--- src/rtl/alu_if.sv ---
// Operand/result bundle between the datapath registers and the multi-cycle ALU.
// The master issues operations; the slave (the ALU) returns results and status.
interface alu_if #(parameter int WIDTH = 8);
    logic               op_begin;
    logic [1:0]         op;
    logic               sgn;
    logic [WIDTH-1:0]   ina;
    logic [WIDTH-1:0]   inm;
    logic               op_end;
    logic               busy;
    logic               ovf;
    logic               div0;
    logic [2*WIDTH-1:0] outbus;

    modport master (output op_begin, op, sgn, ina, inm,
                    input  op_end, busy, ovf, div0, outbus);
    modport slave  (input  op_begin, op, sgn, ina, inm,
                    output op_end, busy, ovf, div0, outbus);
endinterface

--- src/rtl/alu_param.sv ---
// WIDTH-parametrised multi-cycle ALU: single-cycle ADD/SUB, Booth radix-2 MUL,
// restoring DIV with a sign-fix cycle. One operation in flight at a time.
module alu_param #(parameter int WIDTH = 8) (
    input  logic  clk,
    input  logic  rst_n,
    alu_if.slave  bus
);
    localparam int CW = $clog2(WIDTH + 1);

    localparam logic [1:0] IDLE = 2'd0, EXEC = 2'd1, FIX = 2'd2, DONE = 2'd3;
    localparam logic [1:0] OP_ADD = 2'd0, OP_SUB = 2'd1, OP_MUL = 2'd2, OP_DIV = 2'd3;

    logic [1:0]         state, op;
    logic               sgn, a_neg, m_neg, q1, div0_pend, ovf_pend;
    logic [CW-1:0]      cnt;
    logic [WIDTH+1:0]   hi;      // MUL accumulator / DIV partial remainder
    logic [WIDTH-1:0]   lo;      // MUL multiplier / DIV dividend -> quotient
    logic [WIDTH-1:0]   m;
    logic               end_r, ovf_r, div0_r;
    logic [2*WIDTH-1:0] out_r;

    logic [WIDTH-1:0]   m_mag, mul_hi;
    logic [WIDTH+1:0]   m_ext, booth_sum, trial;
    logic [2*WIDTH-1:0] a2, m2, as_res;
    logic [WIDTH:0]     as_top;
    logic               as_ovf, in_neg_a, in_neg_m, in_div0;

    always_comb begin
        m_mag  = m_neg ? -m : m;
        m_ext  = sgn ? {{2{m[WIDTH-1]}}, m} : {2'b00, m};
        unique case ({lo[0], q1})
            2'b01:   booth_sum = hi + m_ext;
            2'b10:   booth_sum = hi - m_ext;
            default: booth_sum = hi;
        endcase
        trial  = {1'b0, hi[WIDTH-1:0], lo[WIDTH-1]} - {2'b00, m_mag};
        // The last Booth pair is {q[W], q[W-1]}: nonzero only for unsigned with A[W-1]=1
        mul_hi = hi[WIDTH-1:0] + ((!sgn && q1) ? m : '0);
        a2     = sgn ? {{WIDTH{lo[WIDTH-1]}}, lo} : {{WIDTH{1'b0}}, lo};
        m2     = sgn ? {{WIDTH{m[WIDTH-1]}}, m}   : {{WIDTH{1'b0}}, m};
        as_res = (op == OP_SUB) ? a2 - m2 : a2 + m2;
        as_top = as_res[2*WIDTH-1:WIDTH-1];
        as_ovf = sgn ? !((&as_top) || !(|as_top)) : |as_res[2*WIDTH-1:WIDTH];
        in_neg_a = bus.sgn & bus.ina[WIDTH-1];
        in_neg_m = bus.sgn & bus.inm[WIDTH-1];
        in_div0  = (bus.op == OP_DIV) && (bus.inm == '0);
    end

    always_ff @(posedge clk or negedge rst_n) begin
        if (!rst_n) begin
            state <= IDLE;  op <= OP_ADD;  sgn <= 1'b0;
            a_neg <= 1'b0;  m_neg <= 1'b0; q1 <= 1'b0;
            div0_pend <= 1'b0; ovf_pend <= 1'b0;
            cnt <= '0;  hi <= '0;  lo <= '0;  m <= '0;
            end_r <= 1'b0;  ovf_r <= 1'b0;  div0_r <= 1'b0;  out_r <= '0;
        end else begin
            end_r <= 1'b0;
            unique case (state)
                IDLE: if (bus.op_begin) begin
                    op        <= bus.op;
                    sgn       <= bus.sgn;
                    a_neg     <= in_neg_a;
                    m_neg     <= in_neg_m;
                    m         <= bus.inm;
                    hi        <= '0;
                    q1        <= 1'b0;
                    cnt       <= '0;
                    div0_pend <= in_div0;
                    ovf_pend  <= (bus.op == OP_DIV) && bus.sgn && (&bus.inm) &&
                                 (bus.ina == {1'b1, {(WIDTH-1){1'b0}}});
                    // DIV iterates on magnitudes; divide-by-zero echoes the raw dividend
                    lo        <= ((bus.op == OP_DIV) && !in_div0 && in_neg_a) ? -bus.ina : bus.ina;
                    state     <= (bus.op[1] == 1'b0 || in_div0) ? DONE : EXEC;
                end
                EXEC: begin
                    if (op == OP_MUL) begin
                        hi <= {booth_sum[WIDTH+1], booth_sum[WIDTH+1:1]};
                        lo <= {booth_sum[0], lo[WIDTH-1:1]};
                        q1 <= lo[0];
                    end else if (!trial[WIDTH+1]) begin
                        hi <= {1'b0, trial[WIDTH:0]};
                        lo <= {lo[WIDTH-2:0], 1'b1};
                    end else begin
                        hi <= {1'b0, hi[WIDTH-1:0], lo[WIDTH-1]};
                        lo <= {lo[WIDTH-2:0], 1'b0};
                    end
                    cnt <= cnt + 1'b1;
                    if (cnt == CW'(WIDTH - 1))
                        state <= (op == OP_MUL) ? DONE : FIX;
                end
                FIX: begin
                    if (a_neg ^ m_neg) lo <= -lo;
                    if (a_neg)         hi <= {2'b00, -hi[WIDTH-1:0]};
                    state <= DONE;
                end
                default: begin
                    end_r <= 1'b1;
                    state <= IDLE;
                    unique case (op)
                        OP_ADD, OP_SUB: begin
                            out_r <= as_res;  ovf_r <= as_ovf;  div0_r <= 1'b0;
                        end
                        OP_MUL: begin
                            out_r <= {mul_hi, lo};  ovf_r <= 1'b0;  div0_r <= 1'b0;
                        end
                        default: begin
                            out_r  <= div0_pend ? {lo, {WIDTH{1'b1}}} : {hi[WIDTH-1:0], lo};
                            ovf_r  <= ovf_pend & ~div0_pend;
                            div0_r <= div0_pend;
                        end
                    endcase
                end
            endcase
        end
    end

    assign bus.op_end = end_r;
    assign bus.busy   = (state != IDLE);
    assign bus.ovf    = ovf_r;
    assign bus.div0   = div0_r;
    assign bus.outbus = out_r;
endmodule
--- src/flat_wrapper.sv ---
// flat-port wrapper written by rule: the top's interface ports become plain ports
module alu_param_flat 
#(parameter int WIDTH = 8)
  (clk, rst_n, bus_op_begin, bus_op, bus_sgn, bus_ina, bus_inm, bus_op_end, bus_busy, bus_ovf, bus_div0, bus_outbus);
  alu_if #(.WIDTH(WIDTH)) bus_i ();
  input  logic clk;
  input  logic rst_n;
  input wire logic [$bits(bus_i.op_begin)-1:0] bus_op_begin;
  input wire logic [$bits(bus_i.op)-1:0] bus_op;
  input wire logic [$bits(bus_i.sgn)-1:0] bus_sgn;
  input wire logic [$bits(bus_i.ina)-1:0] bus_ina;
  input wire logic [$bits(bus_i.inm)-1:0] bus_inm;
  output wire logic [$bits(bus_i.op_end)-1:0] bus_op_end;
  output wire logic [$bits(bus_i.busy)-1:0] bus_busy;
  output wire logic [$bits(bus_i.ovf)-1:0] bus_ovf;
  output wire logic [$bits(bus_i.div0)-1:0] bus_div0;
  output wire logic [$bits(bus_i.outbus)-1:0] bus_outbus;
  assign bus_i.op_begin = bus_op_begin;
  assign bus_i.op = bus_op;
  assign bus_i.sgn = bus_sgn;
  assign bus_i.ina = bus_ina;
  assign bus_i.inm = bus_inm;
  assign bus_op_end = bus_i.op_end;
  assign bus_busy = bus_i.busy;
  assign bus_ovf = bus_i.ovf;
  assign bus_div0 = bus_i.div0;
  assign bus_outbus = bus_i.outbus;
  alu_param #(.WIDTH(WIDTH)) u_core (.clk(clk), .rst_n(rst_n), .bus(bus_i));
endmodule
--- config.mk ---
export PLATFORM = sky130hd
export DESIGN_NAME = alu_param_flat
export DESIGN_NICKNAME = d
export VERILOG_FILES = /design/src/rtl/alu_if.sv /design/src/rtl/alu_param.sv /design/src/flat_wrapper.sv
export SDC_FILE = /design/constraint.sdc
export NUM_CORES = 1
export LEC_CHECK = 0
export ABC_AREA = 1
export BUFFER_PORTS_ARGS = -buffer_cell sky130_fd_sc_hd__buf_4
export CORE_MARGIN = 1
export CORE_UTILIZATION = 50
export CTS_CLUSTER_SIZE = 28
export DETAILED_ROUTE_END_ITERATION = 7
export GPL_TIMING_DRIVEN = 0
export PLACE_DENSITY = 0.69
export SYNTH_ARGS = -nofsm -noshare
export SYNTH_HDL_FRONTEND = slang
export SYNTH_SLANG_ARGS = --single-unit
--- constraint.sdc ---
create_clock -name clk -period 2.7 [get_ports clk]
set_input_delay 0.135 -clock clk [delete_from_list [all_inputs] [get_ports clk]]
set_output_delay 0.135 -clock clk [all_outputs]
set_load 0.1 [all_outputs]
# ---- Word level (Yosys, flattened, before mapping)
# Cells that the tools add are included.
# W data, S select, Z words.
dict set report totals {
  regBits 59
  inputBits 22
  out_inout_bits 20
  elab_cells 113
}
dict set report op_classes {
  add_sub_neg 11
  eq_ne 14
  mux 34
  bitwise_logic 6
  reduce_logical 32
}
# cell n
set op_table {}
lappend op_table {{$mux W16} 4}
lappend op_table {{$mux W8} 6}
lappend op_table {{$mux W10} 4}
lappend op_table {{$neg A8 Y8} 4}
lappend op_table {{$pmux W16 S2} 1}
lappend op_table {{$pmux W10 S3} 1}
lappend op_table {{$pmux W8 S3} 1}
lappend op_table {{$pmux W10 S2} 1}
lappend op_table {{$add A16 B16 Y16} 1}
lappend op_table {{$sub A16 B16 Y16} 1}
lappend op_table {{$add A10 B10 Y10} 1}
lappend op_table {{$sub A10 B10 Y10} 1}
lappend op_table {{$sub A9 B8 Y10} 1}
lappend op_table {{$mux W9} 1}
lappend op_table {{$reduce_and A3 Y1} 3}
lappend op_table {{$reduce_and A9 Y1} 1}
lappend op_table {{$reduce_or A9 Y1} 1}
lappend op_table {{$add A8 B8 Y8} 1}
lappend op_table {{$eq A2 B2 Y1 const B} 4}
lappend op_table {{$eq A8 B8 Y1 const B} 1}
lappend op_table {{$logic_not A8 Y1} 1}
lappend op_table {{$ne A2 B1 Y1 const B} 4}
lappend op_table {{$pmux W4 S2} 1}
lappend op_table {{$reduce_and A8 Y1} 1}
lappend op_table {{other kinds (22)} 51}

# ---- Depth between registers and ports, before layout
dict set report logic_depth {
  depth_word 9
  ltp_mapped 24
  depth_no_buf 24
}

# ---- Worst setup path before layout
# Ideal clock, no wire load.
dict set report synth_timing {
  path_type {register -> register}
  start {register u_core.m[0]}
  end {register u_core.ovf_r, in the netlist u_core.bus.ovf}
  setup_ns 0.113
  t_arrival_ns 2.737
  required_ns 2.587
  slack_ns -0.150
  path_stages_with_launch 23
  n_path_buf 0
  synth_period_minus_slack_ns 2.850
  path_cell_list {dfrtp_1 -> inv_1 -> ha_1 -> nand2_1 -> nor4_1 -> xor2_1 -> nand2_1 -> o21ai_0 -> ha_1 -> nand2_2 -> inv_1 -> a21oi_1 -> nand2_2 -> nand2_1 -> nand3_1 -> nor2_1 -> nand2_1 -> nor2_1 -> nand2_1 -> nand2_1 -> nand3_1 -> nand2_1 -> inv_1}
}
dict set report synth_between {
  elab_chain_cells 9
  elab_cells_between_ends 12
  cone_classes {add/sub (2); mux (4); reduce/logical (6)}
}
# item line
set synth_rtl {}
lappend synth_rtl {{from (decl)} alu_param.sv:18} ;# logic [WIDTH-1:0] m;
lappend synth_rtl {{from (signal assigned)} alu_param.sv:64} ;# m <= bus.inm;
lappend synth_rtl {{$mux W16 *} alu_param.sv:40} ;# m2 = sgn ? {{WIDTH{m[WIDTH-1]}}, m} : {{WIDTH{1'b0}}, m};
lappend synth_rtl {{$add A16 B16 Y16 / $sub A16 B16 Y16 (equally long branches)} alu_param.sv:41} ;# as_res = (op == OP_SUB) ? a2 - m2 : a2 + m2;
lappend synth_rtl {{$mux W16 *} alu_param.sv:41}
lappend synth_rtl {{$reduce_or A9 Y1} alu_param.sv:43} ;# as_ovf = sgn ? !((&as_top) || !(|as_top)) : |as_res[2*WIDTH-1:WIDTH];
lappend synth_rtl {{$logic_not A1 Y1} alu_param.sv:43}
lappend synth_rtl {{$logic_or A1 B1 Y1} alu_param.sv:43}
lappend synth_rtl {{$logic_not A1 Y1} alu_param.sv:43}
lappend synth_rtl {{$mux W1 *} alu_param.sv:43}
lappend synth_rtl {{$pmux W1 S2 *} alu_param.sv:99} ;# unique case (op)
lappend synth_rtl {{to (signal assigned)} alu_param.sv:108} ;# ovf_r <= ovf_pend & ~div0_pend;
lappend synth_rtl {{to (decl)} alu_param.sv:19} ;# logic end_r, ovf_r, div0_r;
# Every way passes the cells marked *; elsewhere a longest branch is shown, timed or not.
# A chain may end at the register's enable or synchronous reset.

# ---- Final worst setup path
dict set report layout_timing {
  start {register u_core.m[1]}
  end {register u_core.ovf_r, in the netlist u_core.bus.ovf}
}
# The elaborated chain is that of the path after synthesis.

==> results.json <==
{
  "ys_warn_count": 0,
  "rows": 40,
  "slew_headroom_pct": 47.3,
  "drtIter0Drc": 640,
  "grt_overflow_total": 0,
  "h-tree-depth": 3,
  "fmax_mhz": 341,
  "grt_pass1_wl_mm": 32.3,
  "synth_seq_cells": 59,
  "synth_top_cell_area_share_pct": 23.6,
  "synth_top_family_by_area": "simple AND/OR/NAND/NOR gates",
  "syn2layout_area_growth_pct": 27.1,
  "ff2ff_path_depth": 22,
  "fin_ws_ns": -0.229,
  "gr-usage-all-layers_pct": 32.5,
  "clk_latency_ns": 0.35,
  "vias": 6962,
  "port_buffers": 41,
  "ys_top_cells_by_area": "dfrtp_1 (24%), nand2_1 (16%), ha_1 (9.8%)",
  "synth_most_common_cell": "nand2_1",
  "die_height_um": 114,
  "tightest_slew_ns": 0.791,
  "mappedNetlistArea_mm2": 0.00624,
  "pin_count": 42,
  "wl_per_cell_um": 16.4,
  "synth-compound-area-share_pct": 21.0,
  "nets": 1140,
  "die_w_um": 114,
  "syn-instance-count": 972,
  "numClockSinks": 59,
  "crit_type": "flip-flop to flip-flop",
  "cp_data_required_time_ns": 2.95,
  "slew_violations": 0,
  "numCtsBuffers": 9,
  "n_antenna_cell": 0,
  "synth_top_flop_cell": "dfrtp_1",
  "firstDrtPassIters": 6,
  "grt_max_degree": 60,
  "vias_per_cell": 5.62,
  "clockBufferDepth": 2,
  "ys_seq_area_share_pct": 23.6,
  "wl_mm": 20.3,
  "synth_simple_gate_area_share_pct": 31.8,
  "drive_gt1_share_pct": 23.4,
  "whs_ns": 0.0205,
  "outcome": "complete, but fails checks",
  "antenna_left": 0,
  "synth_edf_count": 0,
  "min_path_type": "primary input to flip-flop",
  "path_clk_slew_ns": 0.06,
  "synth_common_cells": "nand2_1 (266), inv_1 (124), o21ai_0 (84)",
  "drc": 0,
  "min_path_cells": 3,
  "synth_area_per_cell_um2": 6.42,
  "dp_hpwl_mm": 14.9,
  "violations": "negative setup slack",
  "ys_async_sr_fraction_pct": 100,
  "die_area_mm2": 0.0129,
  "synthDistinctLibCells": 51,
  "fin_skew_ns": 0.00783,
  "first_global_vias": 6358,
  "start_kind": "flip-flop",
  "cp_max_fo": 4,
  "synth_adder_area_share_pct": 11.1,
  "min_period_over_period_pct": 108,
  "finalHoldViolCount": 0,
  "final_cells": 1238,
  "arrival_ns": 3.18,
  "cp-end-kind": "flip-flop",
  "core-area_mm2": 0.0121,
  "cap_violations": 0,
  "clockRootBuffer": "clkbuf_16",
  "setup_viol": 13,
  "synth.largest_area_cell": "dfrtp_1",
  "rsz0062_at_grt": "yes",
  "syn-num-nets": 1047,
  "synthXorXnorAreaFrac_pct": 2.53,
  "post-place-ws_ns": -0.743,
  "final_core_util_pct": 65.5,
  "n_fill_cell": 1098,
  "gp_congestion": 0.942,
  "synthMuxAreaShare_pct": 0,
  "dp.cells": 1181,
  "initial_core_util_pct": 51.5,
  "antenna_found_initial": 0,
  "tritoncts": "yes",
  "period_minus_slack_ns": 2.93
}
==> cells in the final DEF (no fill, tap or decap), drive strengths merged, types with 3 or more instances in the layout <==
cell type,n
xnor2,5
o22ai,4
nor2,83
nand4,9
nor4,3
fa,4
a21oi,80
inv,133
ha,49
nand3,70
xor2,13
a22oi,8
nor3,10
dfrtp,59
o21ai,102
a41oi,5
clkinv,5
o211ai,5
clkinvlp,3
nand2,276
clkbuf,22
a221oi,3
o221ai,5
or2,5
nand3b,3
buf,88
==> registers in the layout (all words and copies together), names as in the netlist <==
signal and flops:
u_core.bus.outbus 16, u_core.hi 10, u_core.lo 8, u_core.m 8
u_core.cnt 4, u_core.op 2, u_core.state 2, u_core.a_neg 1
u_core.bus.div0 1, u_core.bus.op_end 1, u_core.bus.ovf 1, u_core.div0_pend 1
u_core.m_neg 1, u_core.ovf_pend 1, u_core.q1 1, u_core.sgn 1
==> critical path, stage by stage, from the launching register on <==
cell and delay (ns):
dfrtp_2 0.43, inv_2 0.08, ha_4 0.14, nand2_4 0.06
nor4_4 0.23, xor2_1 0.22, nand2_1 0.08, o21ai_2 0.10
ha_4 0.26, nand2_4 0.09, inv_2 0.05, a21oi_4 0.16
nand2_2 0.11, nand2_2 0.09, nand3_2 0.09, nor2_1 0.12
nand2_1 0.06, nor2_1 0.13, nand2_1 0.08, nand2_1 0.07
nand3_1 0.07, nand2_1 0.06, inv_1 0.03
==> final timing paths <==
kind | from | endpoint | slack, ns
setup / recovery | u_core.m[1] | u_core.bus.ovf | -0.23
hold / removal | bus_op[0] | u_core.op[0] | 0.02
setup reg to reg | u_core.m[1] | u_core.bus.ovf | -0.23
hold reg to reg | u_core.cnt[1] | u_core.cnt[1] | 0.51
max in group asynchronous | rst_n | u_core.lo[0] | 1.72
min in group asynchronous | rst_n | u_core.hi[8] | 0.41
==> per-layer routing <==
layer  global-route usage (%)  vias up  wire length [um]
met2                     50.2      289              9010
met3                     4.78       55              1520
met4                     16.4        0               814
met1                     44.3     3184              8980
li1                         -     3434                 -
met5                        0        -                 0
==> cell families after synthesis <==
kind of cell / after synthesis
AOI/OAI and AO/OA: 225
buffers and inverters: 156
adders and majority gates: 53
and+or+nand+nor: 461
xor gates and xnor gates: 18
DFF: 59
==> per-stage QoR <==
stage / area [um^2] / setup TNS (ns)
4_1_cts: 7550 / -1.71
3_3_place_gp: 6770 / -8.40
3_5_place_dp: 6770 / -9.04
5_1_grt: 7930 / -3.76
6_report: 7930 / -1.39
2_1_floorplan: 6250 / -0.0286
==> layout make-up <==
type | instances | area, um^2 | area share [%]
multi-input combinational | 757 | 4660 | 58.7
sequential | 59 | 1490 | 18.7
timing repair buffer | 82 | 618 | 7.79
inverter | 136 | 517 | 6.51
clock buffer | 9 | 225 | 2.84
tap | 168 | 210 | 2.65
buffer | 20 | 119 | 1.50
clock inverter | 7 | 101 | 1.28
==> timing repair <==
action                                  CTS  global route
gates resized for setup                  80            70
setup buffers                            27            14
hold buffers                              1             0
endpoints found under the hold margin    59             0
endpoints found under the setup margin   23            23
pin swaps                                37            37
Power is not shown: default switching activity piles up to over one toggle a cycle in this logic, so the estimate is an artifact.
